## src/rtl/uart_tx_periph.sv

```systemverilog
// ---------------------------------------------------------------------------
// uart_tx_periph
//   Memory-mapped 8N1 serial transmitter. The core writes bytes into a small
//   TX FIFO over the data-memory bus; a serialiser drains the FIFO onto tx_o.
//
// Ports
//   clk_i        system clock
//   rst_i        asynchronous reset, active-high
//   cs           chip select, active-low
//   we           write enable (only meaningful while cs=0)
//   mask[3:0]    byte-lane write mask
//   addr_i       byte address, addr_i[3:2] selects the register
//   wdata_i      write data
//   rdata_o      read data, combinational from addr_i and register state
//   tx_o         serial output, idle high, registered
//   irq_o        high while FIFO empty and serialiser idle
//   dbg_state_o  current serialiser state (0 IDLE, 1 START, 2 DATA, 3 STOP)
//
// Register map (addr_i[3:2])
//   0 TXDATA    write-only, reads 0
//   1 STATUS    [0] busy [1] full [2] empty [3] overflow (write 1 clears)
//               [7:4] fifo count
//   2 BAUD_DIV  [15:0] clocks per bit, 0 behaves as 1
//   3 reserved
//
// Bus handshake: a bus access happens in any cycle with cs=0; writes
// (we=1) commit on the rising clk_i edge, reads are combinational with no
// side effects. There is no wait state and no backpressure.
// ---------------------------------------------------------------------------
module uart_tx_periph #(
    parameter int          DW         = 32,
    parameter int          FIFO_DEPTH = 4,
    parameter logic [15:0] DIV_RESET  = 16'd868
) (
    input  logic          clk_i,
    input  logic          rst_i,
    input  logic          cs,
    input  logic          we,
    input  logic [3:0]    mask,
    input  logic [DW-1:0] addr_i,
    input  logic [DW-1:0] wdata_i,
    output logic [DW-1:0] rdata_o,
    output logic          tx_o,
    output logic          irq_o,
    output logic [1:0]    dbg_state_o
);

    localparam int PW = $clog2(FIFO_DEPTH);
    localparam int CW = PW + 1;

    typedef enum logic [1:0] {
        S_IDLE  = 2'd0,
        S_START = 2'd1,
        S_DATA  = 2'd2,
        S_STOP  = 2'd3
    } state_t;

    // Registers
    logic [7:0]    r_fifo [FIFO_DEPTH];
    logic [PW-1:0] r_wr_ptr;
    logic [PW-1:0] r_rd_ptr;
    logic [CW-1:0] r_count;
    logic          r_overflow;
    logic [15:0]   r_baud_div;
    state_t        r_state;
    logic [7:0]    r_shift;
    logic [15:0]   r_period;
    logic [15:0]   r_baud_cnt;
    logic [2:0]    r_bit_cnt;
    logic          r_tx;

    // Combinational signals
    logic [1:0]    w_reg;
    logic          w_wr_en;
    logic          w_full;
    logic          w_empty;
    logic          w_busy;
    logic          w_push_req;
    logic          w_push;
    logic          w_drop;
    logic          w_pop;
    logic          w_ovf_clear;
    logic          w_bit_end;
    logic [15:0]   w_div_eff;
    logic [3:0]    w_count4;
    state_t        w_state_next;
    logic [7:0]    w_shift_next;
    logic [15:0]   w_period_next;
    logic [15:0]   w_baud_next;
    logic [2:0]    w_bit_next;
    logic          w_tx_next;
    logic          w_unused_bits;

    assign w_unused_bits = ^{addr_i[DW-1:4], addr_i[1:0], wdata_i[DW-1:16]};

    assign w_reg       = addr_i[3:2];
    assign w_wr_en     = ~cs & we;
    assign w_full      = (r_count == CW'(FIFO_DEPTH));
    assign w_empty     = (r_count == '0);
    assign w_busy      = (r_state != S_IDLE);
    assign w_push_req  = w_wr_en & (w_reg == 2'd0) & mask[0];
    // A full FIFO still accepts when the serialiser frees a slot this cycle.
    assign w_push      = w_push_req & (~w_full | w_pop);
    assign w_drop      = w_push_req & ~w_push;
    assign w_ovf_clear = w_wr_en & (w_reg == 2'd1) & mask[0] & wdata_i[3];
    assign w_div_eff   = (r_baud_div == 16'd0) ? 16'd1 : r_baud_div;
    assign w_bit_end   = (r_baud_cnt == r_period - 16'd1);
    assign w_count4    = 4'(r_count);

    // ---------------------------------------------------------------
    // Serialiser FSM: next-state and datapath updates
    // ---------------------------------------------------------------
    always_comb begin
        w_state_next  = r_state;
        w_shift_next  = r_shift;
        w_period_next = r_period;
        w_baud_next   = r_baud_cnt;
        w_bit_next    = r_bit_cnt;
        w_pop         = 1'b0;
        case (r_state)
            S_IDLE: begin
                if (!w_empty) begin
                    w_pop         = 1'b1;
                    w_shift_next  = r_fifo[r_rd_ptr];
                    w_period_next = w_div_eff;
                    w_baud_next   = 16'd0;
                    w_bit_next    = 3'd0;
                    w_state_next  = S_START;
                end
            end
            S_START: begin
                if (w_bit_end) begin
                    w_baud_next  = 16'd0;
                    w_state_next = S_DATA;
                end else begin
                    w_baud_next = r_baud_cnt + 16'd1;
                end
            end
            S_DATA: begin
                if (w_bit_end) begin
                    w_baud_next  = 16'd0;
                    w_shift_next = {1'b0, r_shift[7:1]};
                    if (r_bit_cnt == 3'd7) begin
                        w_state_next = S_STOP;
                    end else begin
                        w_bit_next = r_bit_cnt + 3'd1;
                    end
                end else begin
                    w_baud_next = r_baud_cnt + 16'd1;
                end
            end
            S_STOP: begin
                if (w_bit_end) begin
                    if (!w_empty) begin
                        // Back-to-back frame: skip IDLE so there is no gap.
                        w_pop         = 1'b1;
                        w_shift_next  = r_fifo[r_rd_ptr];
                        w_period_next = w_div_eff;
                        w_baud_next   = 16'd0;
                        w_bit_next    = 3'd0;
                        w_state_next  = S_START;
                    end else begin
                        w_state_next = S_IDLE;
                    end
                end else begin
                    w_baud_next = r_baud_cnt + 16'd1;
                end
            end
            default: w_state_next = S_IDLE;
        endcase
    end

    // tx_o is registered from the next state so it changes on the same
    // edge the FSM enters a bit, with no combinational path to the pin.
    always_comb begin
        w_tx_next = 1'b1;
        case (w_state_next)
            S_START: w_tx_next = 1'b0;
            S_DATA:  w_tx_next = w_shift_next[0];
            default: w_tx_next = 1'b1;
        endcase
    end

    always_ff @(posedge clk_i or posedge rst_i) begin
        if (rst_i) begin
            r_state    <= S_IDLE;
            r_shift    <= 8'd0;
            r_period   <= 16'd1;
            r_baud_cnt <= 16'd0;
            r_bit_cnt  <= 3'd0;
            r_tx       <= 1'b1;
        end else begin
            r_state    <= w_state_next;
            r_shift    <= w_shift_next;
            r_period   <= w_period_next;
            r_baud_cnt <= w_baud_next;
            r_bit_cnt  <= w_bit_next;
            r_tx       <= w_tx_next;
        end
    end

    // ---------------------------------------------------------------
    // TX FIFO
    // ---------------------------------------------------------------
    always_ff @(posedge clk_i) begin
        if (w_push) begin
            r_fifo[r_wr_ptr] <= wdata_i[7:0];
        end
    end

    always_ff @(posedge clk_i or posedge rst_i) begin
        if (rst_i) begin
            r_wr_ptr <= '0;
            r_rd_ptr <= '0;
            r_count  <= '0;
        end else begin
            if (w_push) begin
                r_wr_ptr <= r_wr_ptr + PW'(1);
            end
            if (w_pop) begin
                r_rd_ptr <= r_rd_ptr + PW'(1);
            end
            r_count <= r_count + CW'(w_push) - CW'(w_pop);
        end
    end

    // ---------------------------------------------------------------
    // Control registers
    // ---------------------------------------------------------------
    always_ff @(posedge clk_i or posedge rst_i) begin
        if (rst_i) begin
            r_overflow <= 1'b0;
            r_baud_div <= DIV_RESET;
        end else begin
            // A drop in the same cycle wins over a software clear.
            if (w_drop) begin
                r_overflow <= 1'b1;
            end else if (w_ovf_clear) begin
                r_overflow <= 1'b0;
            end
            if (w_wr_en && (w_reg == 2'd2)) begin
                if (mask[0]) r_baud_div[7:0]  <= wdata_i[7:0];
                if (mask[1]) r_baud_div[15:8] <= wdata_i[15:8];
            end
        end
    end

    // ---------------------------------------------------------------
    // Read mux
    // ---------------------------------------------------------------
    always_comb begin
        rdata_o = '0;
        case (w_reg)
            2'd1: begin
                rdata_o[0]   = w_busy;
                rdata_o[1]   = w_full;
                rdata_o[2]   = w_empty;
                rdata_o[3]   = r_overflow;
                rdata_o[7:4] = w_count4;
            end
            2'd2:    rdata_o[15:0] = r_baud_div;
            default: rdata_o = '0;
        endcase
    end

    assign tx_o        = r_tx;
    assign irq_o       = w_empty & ~w_busy;
    assign dbg_state_o = r_state;

endmodule

```

## config.mk

```make
export PLATFORM = sky130hd
export DESIGN_NAME = uart_tx_periph
export DESIGN_NICKNAME = d
export VERILOG_FILES = /design/src/rtl/uart_tx_periph.sv
export SDC_FILE = /design/constraint.sdc
export NUM_CORES = 1
export LEC_CHECK = 0
export ABC_AREA = 1
export CAP_MARGIN = 30
export CORE_ASPECT_RATIO = 0.75
export CORE_MARGIN = 3
export CORE_UTILIZATION = 57
export DETAILED_ROUTE_END_ITERATION = 6
export PLACE_DENSITY = 0.86
export SLEW_MARGIN = 10
export SYNTH_ARGS = -nofsm -noshare
export SYNTH_HDL_FRONTEND = slang
export SYNTH_SLANG_ARGS = --single-unit
```

## constraint.sdc

```tcl
create_clock -name clk_i -period 7.3 [get_ports clk_i]
set_input_delay 1.095 -clock clk_i [delete_from_list [all_inputs] [get_ports clk_i]]
set_output_delay 1.095 -clock clk_i [all_outputs]
set_load 0.01 [all_outputs]
```

==> results of run 1 <==
## final timing paths
kind / cells after the start / end / slack (ps) / from
worst min-delay path: 2 / r_baud_div[5] / 510 / r_baud_div[5]
worst max-delay path: 6 / rdata_o[0] / 3060 / addr_i[2]
worst min register to register: 2 / r_baud_div[5] / 510 / r_baud_div[5]
min in group asynchronous: 3 / r_bit_cnt[1] / 1050 / rst_i
max in group asynchronous: 4 / r_baud_div[9] / 5670 / rst_i
worst max register to register: 18 / r_count[2] / 3510 / r_period[0]
## kinds of logic (layout without fill, tap and decap cells)
logic type	after synthesis	count (layout)
multiplexers	16	16
buffers and inverters	123	154
flip-flops	102	102
AO/OA/AOI/OAI	92	92
AND/OR/NAND/NOR	346	346
XOR/XNOR	23	23
other	1	16
adder cells (fa/ha/maj)	19	19
## per-stage QoR
step,utilization,worst slack [ps],hold slack (ps),cell area [sq um]
detailed placement,0.6522,3122,488.4,6526
CTS,0.6813,3074,506.5,6818
global route,0.6840,2910,525.3,6845
floorplan,-,4062,456.7,6101
global placement,0.6522,3225,480.5,6526
finish,0.6840,3063,507.7,6845
## synthesized netlist by cell type, types with 2 or more instances
| cell | number |
|---|---|
| dfstp_2 | 7 |
| nor4_1 | 5 |
| nor2_1 | 62 |
| o21ai_1 | 3 |
| nand4_1 | 5 |
| o22ai_1 | 3 |
| o211ai_1 | 2 |
| o32ai_1 | 8 |
| nand2_1 | 196 |
| mux2_2 | 12 |
| xor2_1 | 12 |
| buf_1 | 3 |
| nand2_4 | 5 |
| o221ai_1 | 5 |
| a32o_1 | 9 |
| a21oi_1 | 22 |
| mux2_4 | 4 |
| nor2_2 | 8 |
| nand2_2 | 5 |
| xnor2_1 | 11 |
| inv_1 | 87 |
| clkbuf_1 | 10 |
| ha_1 | 18 |
| o21ai_0 | 33 |
| nor2_4 | 4 |
| nand3_1 | 40 |
| nand3_2 | 3 |
| inv_2 | 3 |
| nor3_1 | 5 |
| edfxtp_1 | 32 |
| nand3b_1 | 3 |
| dfrtp_1 | 63 |
| buf_4 | 16 |
| clkinv_1 | 2 |
## worst max-delay path: cells and delay by family
kind                     cells  cell delay [ps]
AND/OR/NAND/NOR              1              110
AO/OA/AOI/OAI                1              250
adder cells (fa/ha/maj)      1              550
buffers and inverters        3             1130
## per-layer routing
metal,up-vias,global-route usage,wire [um],part of all wire
met5,-,0,0,0
met4,0,0.07581,279,0.019
met3,33,0.05207,1230,0.085
met2,264,0.3979,6642,0.46
met1,2380,0.3414,6352,0.44
li1,2410,-,-,-
## layout make-up
class | count | area [sq um] | share of cell area
clock buffers | 10 | 229.0 | 0.03345
clock inverters | 6 | 62.56 | 0.009139
inverters | 92 | 345.3 | 0.05045
multi-input cells | 512 | 2849 | 0.4162
flip-flops and latches | 102 | 2721 | 0.3976
well taps | 132 | 165.2 | 0.02413
repair buffers | 46 | 473.0 | 0.06909
## layout by cell type, fill, tap and decap left out, types with 16 or more instances in the layout
cell             synthesis  layout
o21ai_0                 33      33
inv_1                   87      86
nand3_1                 40      40
conb_1                   1      16
nand2_1                196     196
a21oi_1                 22      22
ha_1                    18      18
clkdlybuf4s50_1          0      43
nor2_1                  62      62
edfxtp_1                32      32
dfrtp_1                 63      63
## state kept, by name, summed over array words and instances, names as in the netlist
signal       count
r_count          3
r_period        16
r_overflow       1
r_wr_ptr         2
tx_o             1
r_shift          8
r_baud_div      16
r_bit_cnt        3
r_fifo          32
r_rd_ptr         2
dbg_state_o      2
r_baud_cnt      16
## where the power goes
part           leakage, nW  total (mW)  internal [mW]  switching [mW]
clock network        0.144       0.472          0.241           0.230
registers             1.13       0.757          0.672          0.0851
logic                 1.90       0.426          0.167           0.259
==> results.txt, run 1 <==
Leakage Power: 3.172 nW
Clk slew on worst S/H paths: 80 ps
Vias: 5087
Post_cts resized: 0
Post-DP HPWL: 10290 um
Most frequent CP cell: clkdlybuf4s50_1
Distinct cells, synth: 50
TritonCTS clock tree: built
Post-synth top area share: 0.2608
Vias/cell: 5.652
Worst Setup Start Kind: primary input
XOR/XNOR Fraction of Synth Area: 0.03333
Site row count: 31
Starting density of the core: 0.6040
Mux cell area share after synthesis: 0.03229
Fin crit share: 0.5803
Post-synth EDFFs: 32
Largest net degree at the start of global routing: 71
Top_reg_cell synth: dfrtp_1
Chip Width: 124.9 um
Die Footprint: 11890 sq um
Antenna-violating nets left: 0
PortBufs: 43
Fin crit period: 4237 ps
Final Instance Count excl. Fillers: 900
Initial DRC Count: 518
Clk root buf: clkbuf_16
H-tree depth: 3
Crit path required time: 6200 ps
Tot GR Track Use: 0.2470
Fin. Hold Viols: 0
First-pass detailed-route iteration total: 6
Adder-cell share of the synthesized area: 0.04057
Status: finished clean
Max cap viols: 0
CTS buffer count: 9
Diode count: 0
Synthesis warning total: 0
TNS Setup: 0 ps
Setup bufs post-CTS: 0
Main combinational cell family by area after synthesis: simple AND/OR/NAND/NOR gates
CP cell instances: clkdlybuf4s50_1 -> inv_1 -> ha_1 -> nand2_1 -> a21oi_1 -> clkdlybuf4s50_1
Final nets: 854
Relative slew slack: 0.4367
Synth Area in Compound Gates: 0.09812
Seq/Total Area, Yosys: 0.4502
Max FO, Critical Path: 18
Filler instances: 745
Kind of critical path: in2out
CP endpoint kind: output port
GP Congestion: 0.9495
Initial antenna violation count: 0
Overflow left after global routing: 0
Crit path largest cell delay: 590 ps
Die Y: 95.18 um
Dpl cells: 883
Ranking of synthesized cells by area: dfrtp_1, edfxtp_1, nand2_1
Pwr Total: 1.655 mW
Simple-Gate Fraction of Synth Area: 0.2571
Core Footprint: 10010 sq um
DRT Wirelength: 14500 um
Synth area leader: dfrtp_1
Fmax: 0.2360 GHz
Slew Viols, Final: 0
RSZ-0062 raised after global routing: no
Final setup viols: 0
Mean post-synth cell area: 8.372 sq um
Worst Clk Skew: 13.32 ps
I/O pins: 108
Number of synthesized register bits: 102
Post-route DRC: 0
Worst Max-Slew Pin Slew: 841.9 ps
Share of layout cells above drive strength 1: 0.1003
Clock tree buffer depth: 2
Post-synth ARST share: 0.6863
Worst-skew pair later-pin latency: 350 ps
Global-route wire length before repair: 23350 um
Mapped Cells: 722
Post-Syn Area: 6045 sq um
Vias in the first global route: 4721
CTS Sinks: 102
Crit path DAT: 3140 ps
VDD IR max: 161.6 uV
Pwr dens: 241.8 nW/um^2
CTS Hold Bufs: 0
Hold crit path type: reg2reg
WL per Instance: 16.12 um
Slowest cell on the critical path: clkdlybuf4s50_1
P&R area growth vs syn: 13.25%
Power figures use the tool's default switching activity.
==> run 2, diff against run 1 <==
- CORE_UTILIZATION: 57 -> 48
- PLACE_DENSITY: 0.86 -> 0.77
- clock period: 7.3 -> 3.5 ns (I/O delays scaled with it)
==> run 2 against run 1 <==
  * First-iteration DRC count is 9.1% lower
  * Critical path depth grew 15
  * Hold slack better by 3.3 ps
  * Sequential power increased by 110%
  * Register-to-register slack got worse by 3300 ps
  * Largest power group unchanged
  * Non-clock buffer count up 12
  * Highest routed layer unchanged
  * Combinational power rose by 110%
  * Largest cell class unchanged
==> results.txt, run 2 (synthesis results as in run 1) <==
Pwr Total: 3.511 mW
Max reg flops: 32
Final Util: 0.5848
Fin. Hold Viols: 0
Initial antenna violation count: 0
VDD IR max: 435.8 uV
Post-DP HPWL: 10480 um
Worst-skew pair later-pin latency: 350 ps
WHS Endpoint: r_rd_ptr[1]
Reg-to-reg critical path startpoint: r_period[0]
Leakage Power: 3.235 nW
Fin crit period: 3267 ps
Starting density of the core: 0.5057
CP cell instances: inv_1 -> ha_4 -> nand2_1 -> nor2_2 -> nand2_1 -> nand2_1 -> nand3_1 -> nand2_1 -> nor2_1 -> nand2_1 -> nor2_4 -> nand3_2 -> nand2_4 -> nand2_2 -> nand3_2 -> nand2_4 -> ha_1 -> inv_1 -> ha_1 -> fa_1 -> xor2_1
Clk root buf: clkbuf_16
Clk slew on worst S/H paths: 70 ps
Final instance area: 6990 sq um
Largest net degree at the start of global routing: 30
WL per Instance: 14.74 um
CTS Hold Bufs: 0
Global-route wire length before repair: 23400 um
Worst Setup Start Kind: flip-flop
Kind of critical path: reg2reg
Share of layout cells above drive strength 1: 0.1167
Pwr dens: 502.2 nW/um^2
Switching share of total power: 0.3324
Register-to-register setup slack: 230 ps
Max cap viols: 0
Antenna-violating nets left: 0
Relative slew slack: 0.5780
Worst Max-Slew Pin Slew: 628.1 ps
Overflow left after global routing: 0
CTS Sinks: 102
Slowest cell on the critical path: dfstp_2
Core Footprint: 11950 sq um
Final setup viols: 0
Hold path depth: 1
Vias: 4978
Final Instance Count excl. Fillers: 942
Fmax: 0.3061 GHz
Worst hold slack: 511.0 ps
Clk network pwr share: 0.297
Sequential share of power: 0.446
Most frequent CP cell: nand2_1
Clock tree buffer depth: 2
Tot GR Track Use: 0.2095
Diode count: 0
Vias/cell: 5.285
Worst Clk Skew: 10.18 ps
Crit path required time: 3730 ps
GP Congestion: 0.9560
Dpl cells: 926
CTS buffer count: 9
HP Start: r_rd_ptr[1]
Chip Width: 135.6 um
Crit path DAT: 3500 ps
TNS Setup: 0 ps
FF-to-FF End: r_count[2]
Fin worst setup slack: 232.7 ps
P&R area growth vs syn: 15.65%
P_int: 2.344 mW
I/O pins: 108
Crit path largest cell delay: 530 ps
Sw power: 1.167 mW
Post-place setup slack: 183.6 ps
Die Footprint: 13990 sq um
Die Y: 103.2 um
Post-route DRC: 0
Max FO, Critical Path: 5
Fin crit share: 0.9335
DP Area: 6661 sq um
Status: finished clean
Most frequent cells in the layout: nand2_1, inv_1, dfrtp_1
CP endpoint kind: flip-flop
Site row count: 34
TritonCTS clock tree: built
Worst-case reg-to-reg path depth: 21
PortBufs: 43
DRT Wirelength: 13880 um
Combinational share of power: 0.258
Slew Viols, Final: 0
Largest register by flop count: r_fifo
Final nets: 866
H-tree depth: 3
Initial DRC Count: 471
Commonest non-fill, non-tap cell in the layout: nand2_1
First-pass detailed-route iteration total: 5
Vias in the first global route: 4775
Hold crit path type: reg2reg
[run 2: what timing repair did]
| action | CTS | global route |
|---|---|---|
| gates resized for setup | 0 | 2 |
| setup endpoints to repair | 0 | 1 |
| setup buffers | 0 | 0 |
[run 2: worst max path at each step]
| stage | from | to | cells past startpoint |
|---|---|---|---|
| floorplan | r_period[0] | r_count[2] | 21 |
| global placement | r_period[0] | r_count[2] | 21 |
| detailed placement | r_period[0] | r_count[2] | 21 |
| CTS | r_period[0] | r_count[2] | 21 |
| global route | r_period[0] | r_count[2] | 21 |
| finish | r_period[0] | r_count[2] | 21 |
[run 2: cell type report]
class                           count  area (sq um)
Multi-Input combinational cell    512          2861
Timing Repair Buffer               58         543.0
Fill cell                         992          4964
Sequential cell                   102          2721
Tap cell                          162         202.7
Inverter                           92         345.3
Clock buffer                        9         225.2
Clock inverter                      7         91.34
[run 2: power groups by stage]
stage | Clock (mW) | Sequential, mW | Combinational, mW
detailed placement | 0 | 1.59 | 0.884
finish | 1.04 | 1.57 | 0.904
CTS | 1.06 | 1.56 | 0.891
global route | 1.12 | 1.59 | 1.03
floorplan | 0 | 1.54 | 0.666
global placement | 0 | 1.57 | 0.854
[run 2: worst max-delay path, delay by kind of cell, from the launching register on]
family                   cells  cell delay (ps)
AND/OR/NAND/NOR             14             1280
adder cells (fa/ha/maj)      4             1030
XOR/XNOR                     1              160
flip-flops                   1              530
buffers and inverters        2              150
[run 2: layer usage]
layer  wire length [um]  track usage  vias up
met3                629      0.04594       17
met5                  0            0        -
met2               6186       0.3268      129
li1                   -            -     2439
met1               6869       0.3046     2393
met4                196      0.04415        0
==> run 3, diff against run 2 <==
- CTS_CLUSTER_SIZE: unset -> 8
==> results of run 3 <==
No change in the layout: final DEF, timing and power equal those of run 2.
